### src/rtl/ram_arbiter_pkg.sv
// Shared definitions for the data RAM arbiter: FSM state encodings and
// read-owner port IDs used to steer returning read data.
package ram_arbiter_pkg;

  typedef enum logic [0:0] {
    ARB_IDLE     = 1'b0,
    ARB_LD_BURST = 1'b1
  } arb_state_t;

  localparam logic PORT_CPU = 1'b0;
  localparam logic PORT_LD  = 1'b1;

endpackage

### src/rtl/arb_sat_counter.sv
// Saturating up-counter used for the arbiter's starvation, burst and
// statistics counters. Asserting i_clr together with i_inc restarts the
// count at 1 (the clearing event is itself the first counted event).
module arb_sat_counter #(
  parameter int WIDTH = 4,
  parameter int LIMIT = 15
) (
  input  logic             clk,
  input  logic             rst_n,
  input  logic             i_inc,
  input  logic             i_clr,
  output logic [WIDTH-1:0] o_count
);

  localparam logic [WIDTH-1:0] LIMIT_V = WIDTH'(LIMIT);
  localparam logic [WIDTH-1:0] ONE_V   = WIDTH'(1);

  logic [WIDTH-1:0] r_count;

  // Count events, restart on clear, and hold once the limit is reached
  always_ff @(posedge clk or negedge rst_n) begin
    if (!rst_n) begin
      r_count <= '0;
    end else if (i_clr) begin
      r_count <= i_inc ? ONE_V : '0;
    end else if (i_inc && (r_count != LIMIT_V)) begin
      r_count <= r_count + ONE_V;
    end
  end

  assign o_count = r_count;

endmodule

### src/rtl/ram_arbiter.sv
// Arbiter sharing the single data RAM between the CPU MEM stage (port 0)
// and the external program/data loader (port 1). The CPU has priority; a
// starvation guard forces a loader grant after STARVE_LIMIT CPU wins, and
// a loader burst lock holds the RAM for the loader until ld_last or until
// BURST_MAX cycles have elapsed. Read data is a passthrough of ram_rdata,
// qualified per port by a registered rvalid.
// Optional build macro RAM_ARB_STATS_EN adds the cpu_wait_cnt and
// ld_grant_cnt statistics outputs.
module ram_arbiter
  import ram_arbiter_pkg::*;
#(
  parameter int AWIDTH       = 8,
  parameter int DWIDTH       = 16,
  parameter int STARVE_LIMIT = 4,
  parameter int BURST_MAX    = 16
) (
  input  logic              clk,
  input  logic              ext_rst,
  input  logic              cpu_req,
  input  logic              cpu_wr,
  input  logic [AWIDTH-1:0] cpu_addr,
  input  logic [DWIDTH-1:0] cpu_wdata,
  output logic              cpu_gnt,
  output logic              cpu_rvalid,
  output logic [DWIDTH-1:0] cpu_rdata,
  input  logic              ld_req,
  input  logic              ld_wr,
  input  logic              ld_last,
  input  logic [AWIDTH-1:0] ld_addr,
  input  logic [DWIDTH-1:0] ld_wdata,
  output logic              ld_gnt,
  output logic              ld_rvalid,
  output logic [DWIDTH-1:0] ld_rdata,
  output logic              ram_rd,
  output logic [AWIDTH-1:0] ram_raddr,
  output logic              ram_wr,
  output logic [AWIDTH-1:0] ram_waddr,
  output logic [DWIDTH-1:0] ram_wdata,
  input  logic [DWIDTH-1:0] ram_rdata
`ifdef RAM_ARB_STATS_EN
  ,
  output logic [15:0]       cpu_wait_cnt,
  output logic [15:0]       ld_grant_cnt
`endif
);

  localparam int SW = $clog2(STARVE_LIMIT + 1);
  localparam int BW = $clog2(BURST_MAX + 1);
  localparam logic [SW-1:0] STARVE_V = SW'(STARVE_LIMIT);
  localparam logic [BW-1:0] BURST_V  = BW'(BURST_MAX);

  arb_state_t        r_state;
  arb_state_t        w_next_state;
  logic              r_rd_valid;
  logic              r_rd_owner;
  logic              w_cpu_req;
  logic              w_ld_req;
  logic              w_cpu_gnt;
  logic              w_ld_gnt;
  logic              w_burst_start;
  logic              w_rd_issue;
  logic [SW-1:0]     w_starve_cnt;
  logic [BW-1:0]     w_burst_cnt;
  logic [AWIDTH-1:0] w_addr;

  // Requests are masked while reset is held so nothing reaches the RAM
  assign w_cpu_req = cpu_req & ext_rst;
  assign w_ld_req  = ld_req & ext_rst;

  // Grant decision and next state: CPU priority in IDLE, loader owns the RAM in a burst
  always_comb begin
    w_cpu_gnt    = 1'b0;
    w_ld_gnt     = 1'b0;
    w_next_state = r_state;
    case (r_state)
      ARB_IDLE: begin
        w_ld_gnt  = w_ld_req & (~w_cpu_req | (w_starve_cnt == STARVE_V));
        w_cpu_gnt = w_cpu_req & ~w_ld_gnt;
        if (w_ld_gnt && !ld_last) begin
          w_next_state = ARB_LD_BURST;
        end
      end
      ARB_LD_BURST: begin
        w_ld_gnt = w_ld_req;
        if (w_burst_cnt == BURST_V) begin
          w_next_state = ARB_IDLE;
        end else if (w_ld_gnt && ld_last) begin
          w_next_state = ARB_IDLE;
        end
      end
      default: begin
        w_next_state = ARB_IDLE;
      end
    endcase
  end

  // Arbiter state register
  always_ff @(posedge clk or negedge ext_rst) begin
    if (!ext_rst) begin
      r_state <= ARB_IDLE;
    end else begin
      r_state <= w_next_state;
    end
  end

  assign w_burst_start = (r_state == ARB_IDLE) & w_ld_gnt & ~ld_last;

  arb_sat_counter #(
    .WIDTH (SW),
    .LIMIT (STARVE_LIMIT)
  ) u_starve_cnt (
    .clk     (clk),
    .rst_n   (ext_rst),
    .i_inc   (w_cpu_gnt & w_ld_req),
    .i_clr   (w_ld_gnt | ~w_ld_req),
    .o_count (w_starve_cnt)
  );

  arb_sat_counter #(
    .WIDTH (BW),
    .LIMIT (BURST_MAX)
  ) u_burst_cnt (
    .clk     (clk),
    .rst_n   (ext_rst),
    .i_inc   ((r_state == ARB_LD_BURST) | w_burst_start),
    .i_clr   (w_burst_start),
    .o_count (w_burst_cnt)
  );

  assign w_rd_issue = (w_cpu_gnt & ~cpu_wr) | (w_ld_gnt & ~ld_wr);

  // Remember which port issued the read so its rvalid fires on the next cycle
  always_ff @(posedge clk or negedge ext_rst) begin
    if (!ext_rst) begin
      r_rd_valid <= 1'b0;
      r_rd_owner <= PORT_CPU;
    end else begin
      r_rd_valid <= w_rd_issue;
      if (w_rd_issue) begin
        r_rd_owner <= w_ld_gnt ? PORT_LD : PORT_CPU;
      end
    end
  end

  assign w_addr = w_cpu_gnt ? cpu_addr : (w_ld_gnt ? ld_addr : '0);

  assign cpu_gnt    = w_cpu_gnt;
  assign ld_gnt     = w_ld_gnt;
  assign ram_rd     = w_rd_issue;
  assign ram_wr     = (w_cpu_gnt & cpu_wr) | (w_ld_gnt & ld_wr);
  assign ram_raddr  = w_addr;
  assign ram_waddr  = w_addr;
  assign ram_wdata  = w_cpu_gnt ? cpu_wdata : (w_ld_gnt ? ld_wdata : '0);
  assign cpu_rvalid = r_rd_valid & (r_rd_owner == PORT_CPU);
  assign ld_rvalid  = r_rd_valid & (r_rd_owner == PORT_LD);
  assign cpu_rdata  = ram_rdata;
  assign ld_rdata   = ram_rdata;

`ifdef RAM_ARB_STATS_EN
  arb_sat_counter #(
    .WIDTH (16),
    .LIMIT (65535)
  ) u_cpu_wait_cnt (
    .clk     (clk),
    .rst_n   (ext_rst),
    .i_inc   (w_cpu_req & ~w_cpu_gnt),
    .i_clr   (1'b0),
    .o_count (cpu_wait_cnt)
  );

  arb_sat_counter #(
    .WIDTH (16),
    .LIMIT (65535)
  ) u_ld_grant_cnt (
    .clk     (clk),
    .rst_n   (ext_rst),
    .i_inc   (w_ld_gnt),
    .i_clr   (1'b0),
    .o_count (ld_grant_cnt)
  );
`endif

endmodule

### config.mk
export PLATFORM = sky130hd
export DESIGN_NAME = ram_arbiter
export DESIGN_NICKNAME = d
export VERILOG_FILES = /design/src/rtl/ram_arbiter_pkg.sv /design/src/rtl/arb_sat_counter.sv /design/src/rtl/ram_arbiter.sv
export SDC_FILE = /design/constraint.sdc
export NUM_CORES = 1
export LEC_CHECK = 0
export CAP_MARGIN = 20
export CORE_ASPECT_RATIO = 1.1
export CORE_MARGIN = 3
export CORE_UTILIZATION = 30
export DETAILED_ROUTE_END_ITERATION = 7
export HOLD_SLACK_MARGIN = 0.1
export PLACE_DENSITY = 0.88
export SLEW_MARGIN = 20
export SYNTH_ARGS = -nofsm -noshare
export SYNTH_HDL_FRONTEND = slang
export SYNTH_SLANG_ARGS = --single-unit
export TNS_END_PERCENT = 10
### constraint.sdc
create_clock -name clk -period 3.79 [get_ports clk]
set_input_delay 0.379 -clock clk [delete_from_list [all_inputs] [get_ports clk]]
set_output_delay 0.379 -clock clk [all_outputs]
set_load 0.02 [all_outputs]
==> metrics.cfg, run 1 <==
[pwr]
irDropWorstVdd_uv = 217
power.density_mw_per_mm2 = 335
power_leakage_nw = 0.733

[timing]
max_freq_mhz = 341
post-route-period-util_pct = 77.3
fin_skew_ns = 0.00653
setup_tns_ns = 0
tightestPinTransition_ns = 0.695
slew_viol_final = 0
setup_viol = 0
setup_slack_ns = 0.859
rsz0062_at_grt = no
relSlewSlack_pct = 53.6
timing_hold_violations_final = 0
fin_crit_ns = 2.93

[floorplanning]
die_h_um = 72.8
dieArea_sq_mm = 0.00486
die_x_um = 66.8
ios = 141
core_area_sq_mm = 0.00377
initial_utilization_pct = 32.3
rows = 23

[final_layout]
fill_cells = 360
fin_cells = 233
nNetsFinal = 259
seqCellArea_sq_um = 275
syn_to_final_growth_pct = 56.9
num_antenna_cells = 0
utilization_pct = 50.7
multiInputGateArea_sq_um = 572
drive_above_1_share_pct = 6.01

[drt]
via_count = 1172
ant_nets = 0
routed_wl_mm = 3.60
drt-initial-drc-count = 30
via_per_inst = 5.03
wire_per_inst_um = 15.5
drtPass1Iterations = 4
drc = 0

[logic_synthesis]
synthAdderAreaFrac_pct = 4.11
synthesis.nets = 206
synth_area_sq_mm = 0.00122
synth_xor_area_share_pct = 1.44
netlist_instances = 131
synth-seq-cells = 11
yosysSeqAreaShare_pct = 22.6
synth-compound-area-share_pct = 27.7
syn_avg_cell_area_sq_um = 9.30
synth-simple-area-share_pct = 12.7
yosys_warnings = 0
synth.mux.area_fraction_pct = 0.924
synth_cell_types = 32
synth_top_family_by_area = buffers and inverters

[clock_tree]
cts_root_buf = clkbuf_8
cts_sinks = 11
post_cts_buffers = 0
cts_hold_buf = 0
cts.reportedPaths.clkPinSlew_ns = 0.05
clock_latency_ns = 0.24
cts_buffers = 3
clockBufferDepth = 2
post_cts_resized = 0
cts_tree = done
cts_max_level = 1

[placed_design]
place_inst = 229
pre_cts_ws_ns = 0.822
place.gp.congestion = 0.734
portBuffers = 92
hpwl_mm = 2.84

[job]
maxCapViolCount = 0

[grt]
antenna_found_initial = 0
gr-total-overflow = 0
grt_first_pass_wirelength_mm = 5.21
grt_max_degree = 27
grt_use_total_pct = 13.9
first_global_vias = 1085

[worst_setup_path]
required_ns = 3.41
crit_chain = inv_1 -> ha_1 -> nand2_1 -> a21oi_4 -> a22o_1 -> clkdlybuf4s50_1
cp-end-kind = output port
critPathLaunchType = register
cp_max_fo = 26
slowest_stage = clkdlybuf4s50_1
critPathArrivalTime_ns = 2.55
critPathKind = register to output port
reg2regPathDepth = 5
max_stage_delay_ns = 0.63

[hold_path]
hp-class = register to register
holdPathStages = 1

[run_status]
status = completed

[synth_stat cells]
cell type / number / area, sq um
a211oi_4: 1 / 20.0
nor2_1: 3 / 11.3
buf_6: 2 / 22.5
o211ai_1: 1 / 7.51
nand3_1: 4 / 20.0
o311ai_0: 1 / 8.76
o311ai_1: 2 / 17.5
and4bb_2: 1 / 12.5
nand4_1: 3 / 18.8
nor2b_1: 2 / 12.5
nand2b_1: 2 / 12.5
dfrtp_1: 11 / 275
inv_1: 6 / 22.5
and2_1: 1 / 6.26
inv_4: 1 / 6.26
nand2_1: 2 / 7.51
a211oi_1: 1 / 7.51
o22a_1: 1 / 8.76
a31oi_1: 1 / 6.26
o2bb2ai_1: 1 / 8.76
ha_1: 4 / 50.1
o311a_1: 1 / 10.0
a22o_1: 25 / 219
nand3b_1: 4 / 30.0
nand3_2: 1 / 10.0
buf_4: 42 / 315
a21oi_4: 1 / 16.3
buf_2: 1 / 5.00
xnor2_1: 2 / 17.5
o21bai_1: 1 / 7.51
nor2b_4: 1 / 13.8
mux2_2: 1 / 11.3
[layer usage]
metal	part of all wire, %	wire length [um]	track usage, %	up-vias
li1	-	-	-	542
met3	12	439	4.78	11
met5	0	0	0	-
met2	49	1770	23.5	89
met1	37	1330	15.7	530
met4	1.9	67	6.09	0
[area by class of cell]
cell class	count	area share, %
clock buffer	4	2.36
tap	50	3.27
multi-input combinational	68	29.9
timing repair buffer	93	48.6
sequential	11	14.4
inverter	7	1.51
[registers in the layout (all words and copies together) (netlist names)]
| signal | count |
|---|---|
| r_rd_owner | 1 |
| r_rd_valid | 1 |
| r_state | 1 |
| u_burst_cnt.o_count | 5 |
| u_starve_cnt.o_count | 3 |
[critical path, delay by kind of cell (launching register included)]
family	cells	cell delay [ns]
adder cells (fa/ha/maj)	1	0.16
flip-flops	1	0.39
AND/OR/NAND/NOR	1	0.18
AO/OA/AOI/OAI	2	0.87
buffers and inverters	2	0.69
[metrics by stage]
stage                     cell area (sq um)  hold slack (ns)  power, mW
final                                  1910            0.465      0.640
after global routing                   1910            0.484      0.676
after CTS                              1910            0.460      0.646
after detailed placement               1870            0.455      0.523
after global placement                 1870            0.448      0.514
after floorplan                        1220           0.0834      0.423
[cell usage in the layout (no fill, tap or decap), types with 2 or more instances in the layout]
| cell | n |
|---|---|
| inv_1 | 6 |
| nand2b_1 | 2 |
| xnor2_1 | 2 |
| nand4_1 | 3 |
| nor2b_1 | 2 |
| o311ai_1 | 2 |
| nand2_1 | 2 |
| nand3_1 | 4 |
| clkbuf_8 | 3 |
| a22o_1 | 25 |
| nand3b_1 | 4 |
| nor2_1 | 3 |
| clkdlybuf4s50_1 | 92 |
| ha_1 | 4 |
| dfrtp_1 | 11 |
[final timing paths]
kind	from	endpoint	slack, ns
setup / recovery	u_starve_cnt.o_count[0]$_DFFE_PN0P_	ram_waddr[7]	0.86
hold / removal	u_starve_cnt.o_count[0]$_DFFE_PN0P_	u_starve_cnt.o_count[0]$_DFFE_PN0P_	0.47
setup reg to reg	u_starve_cnt.o_count[0]$_DFFE_PN0P_	r_state$_DFF_PN0_	2.31
hold reg to reg	u_starve_cnt.o_count[0]$_DFFE_PN0P_	u_starve_cnt.o_count[0]$_DFFE_PN0P_	0.47
max in group asynchronous	ext_rst	r_rd_owner$_DFFE_PN0P_	3.13
min in group asynchronous	ext_rst	u_burst_cnt.o_count[0]$_DFFE_PN0P_	0.49
[cells by family after synthesis]
| logic type | Yosys count |
|---|---|
| buf+inv | 52 |
| mux | 1 |
| simple gates | 24 |
| fa+ha+maj | 4 |
| compound gates | 37 |
| xor+xnor | 2 |
| flops | 11 |
[power by group]
part	internal (mW)	switching (mW)
combinational	0.186	0.147
clock	0.0739	0.0453
sequential	0.146	0.0425
total	0.406	0.234
No activity file was read; power rests on OpenSTA's default activity.
==> run 2: changes to the inputs <==
--- a/config.mk
+++ b/config.mk
@@ -8,10 +8,10 @@
 export CAP_MARGIN = 20
 export CORE_ASPECT_RATIO = 1.1
 export CORE_MARGIN = 3
-export CORE_UTILIZATION = 30
+export CORE_UTILIZATION = 27
 export DETAILED_ROUTE_END_ITERATION = 7
 export HOLD_SLACK_MARGIN = 0.1
-export PLACE_DENSITY = 0.88
+export PLACE_DENSITY = 0.81
 export SLEW_MARGIN = 20
 export SYNTH_ARGS = -nofsm -noshare
 export SYNTH_HDL_FRONTEND = slang
==> constraint.sdc (replaced) <==
create_clock -name clk -period 2.8 [get_ports clk]
set_input_delay 0.28 -clock clk [delete_from_list [all_inputs] [get_ports clk]]
set_output_delay 0.28 -clock clk [all_outputs]
set_load 0.02 [all_outputs]
==> run 2 against run 1 <==
Die area rose by 10%. Largest cell class unchanged. First-iteration DRC count rose by 40%. Cell count up 2.6%. Clock skew is 0.0044 ns lower. Count of clock-buffer cells in the layout unchanged.
==> metrics.cfg, run 2 (synthesis results as in run 1) <==
[clock_tree]
clock_latency_ns = 0.24  ; about the same
cts_max_level = 1  ; unchanged
post_cts_resized = 0  ; unchanged
cts_sinks = 11  ; unchanged
clockBufferDepth = 2  ; unchanged
cts_tree = done
cts_hold_buf = 0  ; unchanged
cts.reportedPaths.clkPinSlew_ns = 0.05  ; about the same
cts_buffers = 3  ; unchanged
post_cts_buffers = 0  ; unchanged
cts_root_buf = clkbuf_8

[timing]
fin_skew_ns = 0.00215  ; -0.00439 ns
relSlewSlack_pct = 68.3  ; +15 points
post-route-period-util_pct = 92.4
slew_viol_final = 0  ; unchanged
fin_crit_ns = 2.59
setup_tns_ns = 0  ; unchanged
rsz0062_at_grt = no
setup_viol = 0  ; unchanged
tightestPinTransition_ns = 0.475  ; -0.220 ns
max_freq_mhz = 386
timing_hold_violations_final = 0  ; unchanged

[pwr]
power_switching_mw = 0.316  ; +35%
clkPwrFrac_pct = 18.3  ; -0.3 points
irDropWorstVdd_uv = 290  ; +34%
internal_power_mw = 0.555  ; +37%
power_leakage_nw = 0.746  ; +1.8%
p_sw_share_pct = 36.3  ; -0.33 points
pwr-share-seq_pct = 29.0  ; -0.5 points
p_comb_share_pct = 52.7  ; +0.8 points
power.density_mw_per_mm2 = 448  ; +34%

[final_layout]
fin_area_sq_mm = 0.00194  ; +1.7%
largest_reg_flops = 5  ; unchanged
num_antenna_cells = 0  ; unchanged
layout_common_cells = clkdlybuf4s50_1 (92), a22o_1 (25), dfrtp_1 (11)
drive_above_1_share_pct = 7.03  ; +1.0 points
nNetsFinal = 261  ; +0.77%
final_common_cell = clkdlybuf4s50_1
syn_to_final_growth_pct = 59.5
fill_cells = 406  ; +13%

[grt]
grt_use_total_pct = 14.1  ; +0.25 points
first_global_vias = 1203  ; +11%
gr-total-overflow = 0  ; unchanged
grt_first_pass_wirelength_mm = 6.07  ; +17%
antenna_found_initial = 0  ; unchanged
grt_max_degree = 27  ; unchanged

[drt]
via_count = 1172  ; unchanged
via_per_inst = 4.90  ; -2.5%
ant_nets = 0  ; unchanged
drt-initial-drc-count = 42  ; +40%
routed_wl_mm = 3.88  ; +7.5%
drtPass1Iterations = 4  ; unchanged
wire_per_inst_um = 16.2  ; +4.8%
drc = 0  ; unchanged

[floorplanning]
rows = 25  ; +8.7%
die_x_um = 70.1  ; +4.9%
core_area_sq_mm = 0.00432  ; +15%
die_h_um = 76.5  ; +5.0%
initial_utilization_pct = 28.2  ; -4.1 points
ios = 141  ; unchanged
dieArea_sq_mm = 0.00536  ; +10%

[hold_path]
hp-class = input port to asynchronous set/reset pin

[placed_design]
place.gp.congestion = 0.826  ; +12%
hpwl_mm = 3.11  ; +9.4%
post_dp_cell_area_sq_mm = 0.00190  ; +1.7%
portBuffers = 92  ; unchanged

[worst_setup_path]
cp-end-kind = output port
critPathLaunchType = register
cp_max_fo = 26  ; unchanged
required_ns = 2.52  ; -0.89 ns
critPathArrivalTime_ns = 2.31  ; -0.24 ns
critPathKind = register to output port

[run_status]
status = completed

[job]
maxCapViolCount = 0  ; unchanged

-- run 2: power by group through the flow --
| stage | Combinational, mW | Clock, mW | Sequential, mW |
|---|---|---|---|
| 5_1_grt | 0.495 | 0.173 | 0.261 |
| 6_report | 0.459 | 0.160 | 0.252 |
| 3_3_place_gp | 0.455 | 0 | 0.254 |
| 3_5_place_dp | 0.463 | 0 | 0.256 |
| 4_1_cts | 0.465 | 0.167 | 0.253 |
| 2_1_floorplan | 0.337 | 0 | 0.235 |
-- run 2: final cells by class --
cell class / instances / area (sq um) / area share [%]
Inverter: 7 / 28.8 / 1.48
Clock buffer: 4 / 45.0 / 2.32
Sequential cell: 11 / 275 / 14.2
Timing Repair Buffer: 95 / 956 / 49.2
Tap cell: 54 / 67.6 / 3.47
Multi-Input combinational cell: 68 / 572 / 29.4
-- run 2: layer usage --
layer / GRT usage [%] / part of all wire, % / up-vias
met5: 0 / 0 / -
met4: 4.98 / 1.7 / 0
met3: 4.09 / 8.2 / 7
met2: 24.1 / 49 / 78
met1: 16.7 / 41 / 539
li1: - / - / 548
-- run 2: critical path, stage by stage, from the launching register on --
cell             delay (ns)
dfrtp_1                0.55
nor2b_4                0.26
nand3_2                0.14
inv_4                  0.25
a22o_1                 0.25
clkdlybuf4s50_1        0.62
-- run 2: metrics by stage --
stage                     utilization, %  power (mW)  instances  hold WS [ns]  worst slack (ns)
final                               45.0       0.870        239         0.449             0.212
after global routing                45.0       0.929        239         0.472            0.0608
after CTS                           45.0       0.885        239         0.443             0.173
after detailed placement            44.0       0.719        235         0.462             0.187
after global placement              44.0       0.709        235         0.446             0.197
after floorplan                        -       0.572        131       -0.0156             0.949
-- run 2: final timing paths --
check / startpoint / endpoint / slack (ns) / cells after the start
setup / recovery: r_state$_DFF_PN0_ / ram_waddr[7] / 0.21 / 5
min in group clk: u_starve_cnt.o_count[0]$_DFFE_PN0P_ / u_starve_cnt.o_count[0]$_DFFE_PN0P_ / 0.47 / 1
hold reg to reg: u_starve_cnt.o_count[0]$_DFFE_PN0P_ / u_starve_cnt.o_count[0]$_DFFE_PN0P_ / 0.47 / 1
max in group asynchronous: ext_rst / u_burst_cnt.o_count[3]$_DFFE_PN0P_ / 2.23 / 2
setup reg to reg: u_starve_cnt.o_count[0]$_DFFE_PN0P_ / r_state$_DFF_PN0_ / 1.32 / 5
hold / removal: ext_rst / u_starve_cnt.o_count[0]$_DFFE_PN0P_ / 0.45 / 2
